**src/rtl/clock_time_ctrl.sv**
```systemverilog
// Timekeeping controller: seconds/minutes/hours counters advanced by a 1 Hz strobe,
// plus a set-time FSM driven by pre-debounced mode/up button pulses.
//
// Ports:
//   clk      - system clock
//   rst      - asynchronous active-low reset
//   en_1hz   - 1-cycle strobe, once per second
//   btn_mode - 1-cycle pulse, steps RUN -> SET_H -> SET_M -> SET_S -> RUN
//   btn_up   - 1-cycle pulse, increments the field selected in a SET mode
//   hour     - current hour, 0..HOUR_MAX
//   min      - current minute, 0..59
//   sec      - current second, 0..59
//   mode     - 0=RUN 1=SET_H 2=SET_M 3=SET_S
//   blink    - blink enable for the selected field (0 in RUN)
//   day_tick - 1-cycle pulse on HOUR_MAX:59:59 -> 0:00:00 rollover
module clock_time_ctrl #(
  parameter int unsigned HOUR_MAX = 23,
  parameter int unsigned H_INIT   = 0,
  parameter int unsigned M_INIT   = 0,
  parameter int unsigned S_INIT   = 0
) (
  input  logic       clk,
  input  logic       rst,
  input  logic       en_1hz,
  input  logic       btn_mode,
  input  logic       btn_up,
  output logic [4:0] hour,
  output logic [5:0] min,
  output logic [5:0] sec,
  output logic [1:0] mode,
  output logic       blink,
  output logic       day_tick
);

  typedef enum logic [1:0] {
    StRun  = 2'd0,
    StSetH = 2'd1,
    StSetM = 2'd2,
    StSetS = 2'd3
  } mode_e;

  mode_e      mode_q, mode_d, mode_next;
  logic [4:0] hour_q, hour_d;
  logic [5:0] min_q, min_d;
  logic [5:0] sec_q, sec_d;
  logic       blink_q, blink_d;
  logic       day_tick_q, day_tick_d;

  logic sec_wrap, min_wrap, hour_wrap;

  assign sec_wrap  = (sec_q == 6'd59);
  assign min_wrap  = (min_q == 6'd59);
  assign hour_wrap = (hour_q == HOUR_MAX[4:0]);

  always_comb begin
    mode_next = StRun;
    case (mode_q)
      StRun:   mode_next = StSetH;
      StSetH:  mode_next = StSetM;
      StSetM:  mode_next = StSetS;
      StSetS:  mode_next = StRun;
      default: mode_next = StRun;
    endcase
  end

  always_comb begin
    mode_d     = mode_q;
    hour_d     = hour_q;
    min_d      = min_q;
    sec_d      = sec_q;
    blink_d    = blink_q;
    day_tick_d = 1'b0;

    // Timekeeping runs only in RUN; it still advances on a cycle where btn_mode
    // also leaves RUN, since the mode decision uses the current mode.
    if (mode_q == StRun && en_1hz) begin
      if (sec_wrap) begin
        sec_d = 6'd0;
        if (min_wrap) begin
          min_d = 6'd0;
          if (hour_wrap) begin
            hour_d     = 5'd0;
            day_tick_d = 1'b1;
          end else begin
            hour_d = hour_q + 5'd1;
          end
        end else begin
          min_d = min_q + 6'd1;
        end
      end else begin
        sec_d = sec_q + 6'd1;
      end
    end

    if (btn_mode) begin
      // Mode change wins: btn_up is dropped and a pending blink toggle is ignored.
      mode_d  = mode_next;
      blink_d = (mode_next != StRun);
    end else if (mode_q != StRun) begin
      if (btn_up) begin
        case (mode_q)
          StSetH:  hour_d = hour_wrap ? 5'd0 : hour_q + 5'd1;
          StSetM:  min_d  = min_wrap  ? 6'd0 : min_q + 6'd1;
          StSetS:  sec_d  = sec_wrap  ? 6'd0 : sec_q + 6'd1;
          default: ;
        endcase
      end
      if (en_1hz) begin
        blink_d = ~blink_q;
      end
    end
  end

  always_ff @(posedge clk or negedge rst) begin
    if (!rst) begin
      mode_q     <= StRun;
      hour_q     <= H_INIT[4:0];
      min_q      <= M_INIT[5:0];
      sec_q      <= S_INIT[5:0];
      blink_q    <= 1'b0;
      day_tick_q <= 1'b0;
    end else begin
      mode_q     <= mode_d;
      hour_q     <= hour_d;
      min_q      <= min_d;
      sec_q      <= sec_d;
      blink_q    <= blink_d;
      day_tick_q <= day_tick_d;
    end
  end

  assign hour     = hour_q;
  assign min      = min_q;
  assign sec      = sec_q;
  assign mode     = mode_q;
  assign blink    = blink_q;
  assign day_tick = day_tick_q;

endmodule

```
**config.mk**
```make
export PLATFORM = sky130hd
export DESIGN_NAME = clock_time_ctrl
export DESIGN_NICKNAME = d
export VERILOG_FILES = /design/src/rtl/clock_time_ctrl.sv
export SDC_FILE = /design/constraint.sdc
export NUM_CORES = 1
export LEC_CHECK = 0
export ABC_AREA = 1
export CORE_UTILIZATION = 50
export CTS_BUF_LIST = sky130_fd_sc_hd__clkbuf_16
export CTS_CLUSTER_DIAMETER = 150
export DETAILED_ROUTE_END_ITERATION = 12
export GPL_TIMING_DRIVEN = 1
export PLACE_DENSITY_LB_ADDON = 0.2
export SLEW_MARGIN = 30
export SYNTH_ARGS = -nofsm -noshare
export SYNTH_HDL_FRONTEND = slang
export SYNTH_SLANG_ARGS = --single-unit
```
**constraint.sdc**
```tcl
create_clock -name clk -period 2.2 [get_ports clk]
set_input_delay 0.44 -clock clk [delete_from_list [all_inputs] [get_ports clk]]
set_output_delay 0.44 -clock clk [all_outputs]
set_load 0.02 [all_outputs]
```
# Yosys cells after proc, flatten, opt, wreduce, memory -nomap -nowiden
# Cells that the tools add are included.
# word_totals
out_inout_bits	21
latch_bits	0
inputBits	5
word_cells	52
romBits	0
mem_bits_rw	0
ff_bits	21
memories	0
# classes
n_addsub	3
div_mod_pow	0
eq_ne	6
n_reduce_logical	7
mul	0
magnitude_cmp	0
shifts	0
n_mux	29
bitwise	1
# ops
operator	n
two-way mux 6 bit	13
two-way mux 5 bit	8
adder 6 x 1 -> 6 bit (second input constant)	2
equality test 6 bit (second input constant)	2
case mux 2 bit (4 select lines)	1
nonzero test 2 bit	4
two-way mux 1 bit	7
adder 5 x 1 -> 5 bit (second input constant)	1
equality test 5 bit (second input constant)	1
equality test 2 bit (second input constant)	2
equality test 2 x 1 -> 1 bit (second input constant)	1
zero test 2 bit	1
AND reduction 2 bit	1
logical AND 1 bit	1
NOT 1 bit	1

# Depth between registers and ports, before layout
# logic_depth
word_depth	9
mapped_depth	12
mapped_depth_nobuf	11

# Worst setup path before layout
# No wires, ideal clock.
# synth_timing
path_type	register to register
start	reg mode_q[0] (netlist: mode[0])
end	reg sec_q[2] (netlist: sec[2])
setup_time_ns	0.120
path_stages_with_launch	9
n_path_buf	0
slack_ns	0.564
required_time_ns	2.080
period_less_slack_ns	1.636
arrival_time_ns	1.517
path_cell_list	dfrtp_1 > inv_1 > ha_1 > nor2_2 > nand2_2 > o21ai_4 > inv_1 > o21ai_0 > inv_1
# synth_via
elab_chain_len	7
elab_cells_between_ends	9
cone_classes	eq/ne (1); mux (5); reduce/logical (3)
# synth_lines
element	line	text
start, declared	42	mode_e mode_q, mode_d, mode_next;
start signal, assigned	116	mode_q <= StRun;
start signal, assigned	123	mode_q <= mode_d;
zero test 2 bit	76	if (mode_q == StRun && en_1hz) begin
logical AND 1 bit	76	
two-way mux 6 bit	76	
two-way mux 6 bit	101	case (mode_q)
two-way mux 6 bit	100	if (btn_up) begin
two-way mux 6 bit	99	end else if (mode_q != StRun) begin
two-way mux 6 bit *	95	if (btn_mode) begin
net sec_d[2]	45	logic [5:0] sec_q, sec_d;
end signal, assigned	119	sec_q <= S_INIT[5:0];
end, declared	45	
# Mark *: on every way through the listed nets, which the timed path passes. The rest lies on a longest branch.
# A chain may end at the register's enable or synchronous reset.

# Worst setup path after layout
# layout_timing
start	reg sec_q[2] (netlist: sec[2])
end	out sec[2]
# layout_rtl
element	line	text
end, declared	29	output logic [5:0] sec,
# No word-level cell between the ends.

==> impl_summary.txt <==
----------------------------------------------------
[Outcome]
  Status ... completed

[Yosys]
  Ys async rst share ... 1.00
  Warning count from the yosys run ... 0
  Number of cells produced by synthesis ... about 160
  Synth area leader ... dfrtp_1
  Proportion of netlist area held by the largest area contributor ... 0.420
  Top area cells in the synthesized netlist ... dfrtp_1 42%, nand2_1 12%, ha_1 9.0%
  Post-synthesis sequential area ratio ... 0.420
  Flip-flop and latch count after synthesis ... 21
  Synthesized area per cell ... around 7.8 µm²
  Synth Net Count ... roughly 180
  Most common flop cell mapped by yosys ... dfrtp_1
  Netlist cell types ... 20
  Top cell types by occurrence after synthesis ... 39 x nand2_1, 29 x inv_1, 21 x dfrtp_1
  Most common cell in the synthesized netlist ... nand2_1
  Count of flip-flops with a built-in enable after synthesis ... 0
  Post-synthesis instance area ... 1250 µm²

[CTS]
  Maximum buffer depth of the clock tree ... 2
  Resized Gates After CTS ... 0
  Clk sink count ... 21
  Post-CTS Hold Buffers ... 0
  Clk Tree Root Cell ... clkbuf_16
  CTS tree ... yes
  Clock insertion delay at the later pin of the skew report ... 0.25 ns
  Clk slew on worst S/H paths ... around 0.06 ns
  TritonCTS Buffers ... 3
  Post-CTS setup buffer count ... 0
  Maximum level of the CTS H-tree ... 1

[Pwr]
  Peak VDD IR ... 0.00100 V
  Sequential power share ... 0.318
  Power density cells ... between 1000 and 1500 nW/µm²
  Pint ... approximately 0.0013 W
  Sw Share ... 0.433
  Logic gate share of total power ... 0.521
  Clock power share ... 0.161
  Switching power summed over all nets ... 0.00101 W
  Leakage power total ... roughly 0.83 nW

[Die]
  Overall die height ... roughly 52 µm
  Count of pins on the block boundary ... 26
  Starting density of the core ... 0.549
  Floorplan row count ... 17
  Chip Width ... about 52 µm
  Die Outline Area ... approximately 2700 µm²
  Core area ... between 2000 and 2500 µm²

[Worst setup path]
  Arrival time at the worst endpoint ... roughly 1.3 ns
  Worst EP required ... 1.76 ns
  Critical Path End Type ... output port
  CP Max Fanout ... 5
  Crit path buffers/inverters ... 1
  Type of the worst setup path ... flip-flop to output port
  Cell-by-cell trace of the critical path ... clkdlybuf4s50_1
  CP Launch Type ... flip-flop
  Slowest cell on the critical path ... clkdlybuf4s50_1
  Critical Path Max Stage Delay ... around 0.63 ns
  Top delay family on crit path ... buffers and inverters

[STA]
  Worst-case clock skew ... 0.00368 ns
  Setup Total Neg Slack ... 0 ns
  Final-report max-slew violation count ... 0
  Final worst-path cycle share ... 0.798
  Slew HR ... 0.818
  RSZ-0062 raised after global routing ... false
  Shortest period the worst path allows ... around 1.8 ns
  Final Setup Violations ... 0
  Fmax ... approximately 570 MHz
  Hold violation total from the final report ... 0
  Worst Max-Slew Pin Slew ... 0.273 ns

[Cells and area]
  Post-route insts no fill ... about 220
  # diodes ... 0
  Number of filler cells placed in the layout ... roughly 200
  Share of post-route cells with drive strength above 1 ... 0.0895
  Layout Nets ... 205
  Post-synthesis to final-layout area growth ... 28.8%

[Routing]
  Vias ... between 1,000 and 1,500
  Total routed wirelength ... around 2.4 mm
  WL per Instance ... about 11 µm
  Average via count per standard cell ... approximately 4.8
  Iteration-0 DRC count of the detailed router ... 12
  Iteration count of the initial detailed-routing pass ... 5
  Detail Route Antenna Nets ... 0
  DRC violations left ... 0

[GRT]
  Total congestion overflow after global routing ... 0
  Total global routing track utilization ... 0.206
  First-pass GRT wire length ... approximately 4.2 mm
  Number of antenna violations at the first check in global routing ... 0
  Maximum number of pins on one net before global-route repair ... 22
  Via count of the first global-routing pass ... between 1,000 and 1,500

[Placed design]
  HPWL after DPL ... around 1.8 mm
  # placed instances ... about 210
  IO buf count ... 25
  Routability-driven placement congestion ratio ... between 0.8 and 0.9

[Flow run]
  Number of max-cap violations ... 0

[Min path]
  HP Class ... primary input to async pin

----------------------------------------------------
-- final timing paths --
path | cells past startpoint | startpoint | endpoint | slack, ns
setup / recovery | 1 | sec[2] | sec[2] | 0.44
hold / removal | 2 | rst | sec[5] | 0.54
setup reg to reg | 10 | mode[1] | min[5] | 0.54
hold reg to reg | 2 | hour[4] | hour[4] | 0.54
max in group asynchronous | 2 | rst | min[1] | 1.44
min in group clk | 2 | hour[4] | hour[4] | 0.54
-- area by class of cell --
class	count	area (µm²)	share of cell area
Multi-Input combinational cell	109	601	0.373
Timing Repair Buffer	26	258	0.160
Clock buffer	3	75.1	0.0466
Inverter	30	113	0.0699
Sequential cell	21	526	0.326
Clock inverter	1	3.75	0.00233
Tap cell	28	35.0	0.0218
-- placed cells by master, fill, tap and decap left out --
cell type        synthesis  routed
nand2_1                 39      39
inv_1                   29      30
clkdlybuf4s50_1          0      25
dfrtp_1                 21      21
nor2_1                  15      15
nand3_1                 11      11
o21ai_0                 10      10
ha_1                     9       9
a21oi_1                  7       7
nand2_2                  6       6
clkbuf_16                0       3
nand3_2                  2       2
xor2_1                   2       2
nor3_1                   2       2
inv_2                    1       1
nor2_4                   1       1
nor2_2                   1       1
nand2_4                  1       1
o21ai_4                  1       1
o21ai_1                  1       1
mux2i_1                  1       1
buf_4                    0       1
-- cells by family (layout without fill, tap and decap cells) --
logic type	Yosys count	after routing	synth area share
simple gates	78	78	0.283
fa+ha+maj	9	9	0.0901
flops	21	21	0.420
xor+xnor	2	2	0.0140
buf+inv	31	60	0.0991
mux	1	1	0.00801
compound gates	19	19	0.0851
-- state kept, by name (all words and copies together) (netlist names) --
signal    flops
blink         1
hour          5
min           6
mode          2
day_tick      1
sec           6
-- per-stage QoR --
step	hold WS [ns]	util	area (µm²)	power, W	setup WS, ns
finish	0.539	0.708	1610	0.00233	0.445
global placement	0.518	0.673	1530	0.00191	0.409
CTS	0.544	0.708	1610	0.00235	0.443
global route	0.564	0.708	1610	0.00252	0.334
floorplan	0.144	-	1250	0.00146	0.564
detailed placement	0.533	0.673	1530	0.00197	0.344
-- power by group through the flow --
stage | combinational, W | sequential, W | clock [W]
6_report | 0.00121 | 0.000740 | 0.000375
5_1_grt | 0.00136 | 0.000773 | 0.000394
4_1_cts | 0.00123 | 0.000742 | 0.000382
3_5_place_dp | 0.00122 | 0.000749 | 0
3_3_place_gp | 0.00118 | 0.000732 | 0
2_1_floorplan | 0.000542 | 0.000919 | 0
-- routing by layer --
layer | global-route usage | share of wire | routed length (µm)
met3 | 0.0292 | 0.032 | 76
met2 | 0.359 | 0.49 | 1170
met5 | 0 | 0 | 0
met1 | 0.252 | 0.47 | 1140
met4 | 0.0811 | 0.0067 | 16
Note: power is estimated with default switching activity, not from simulation.
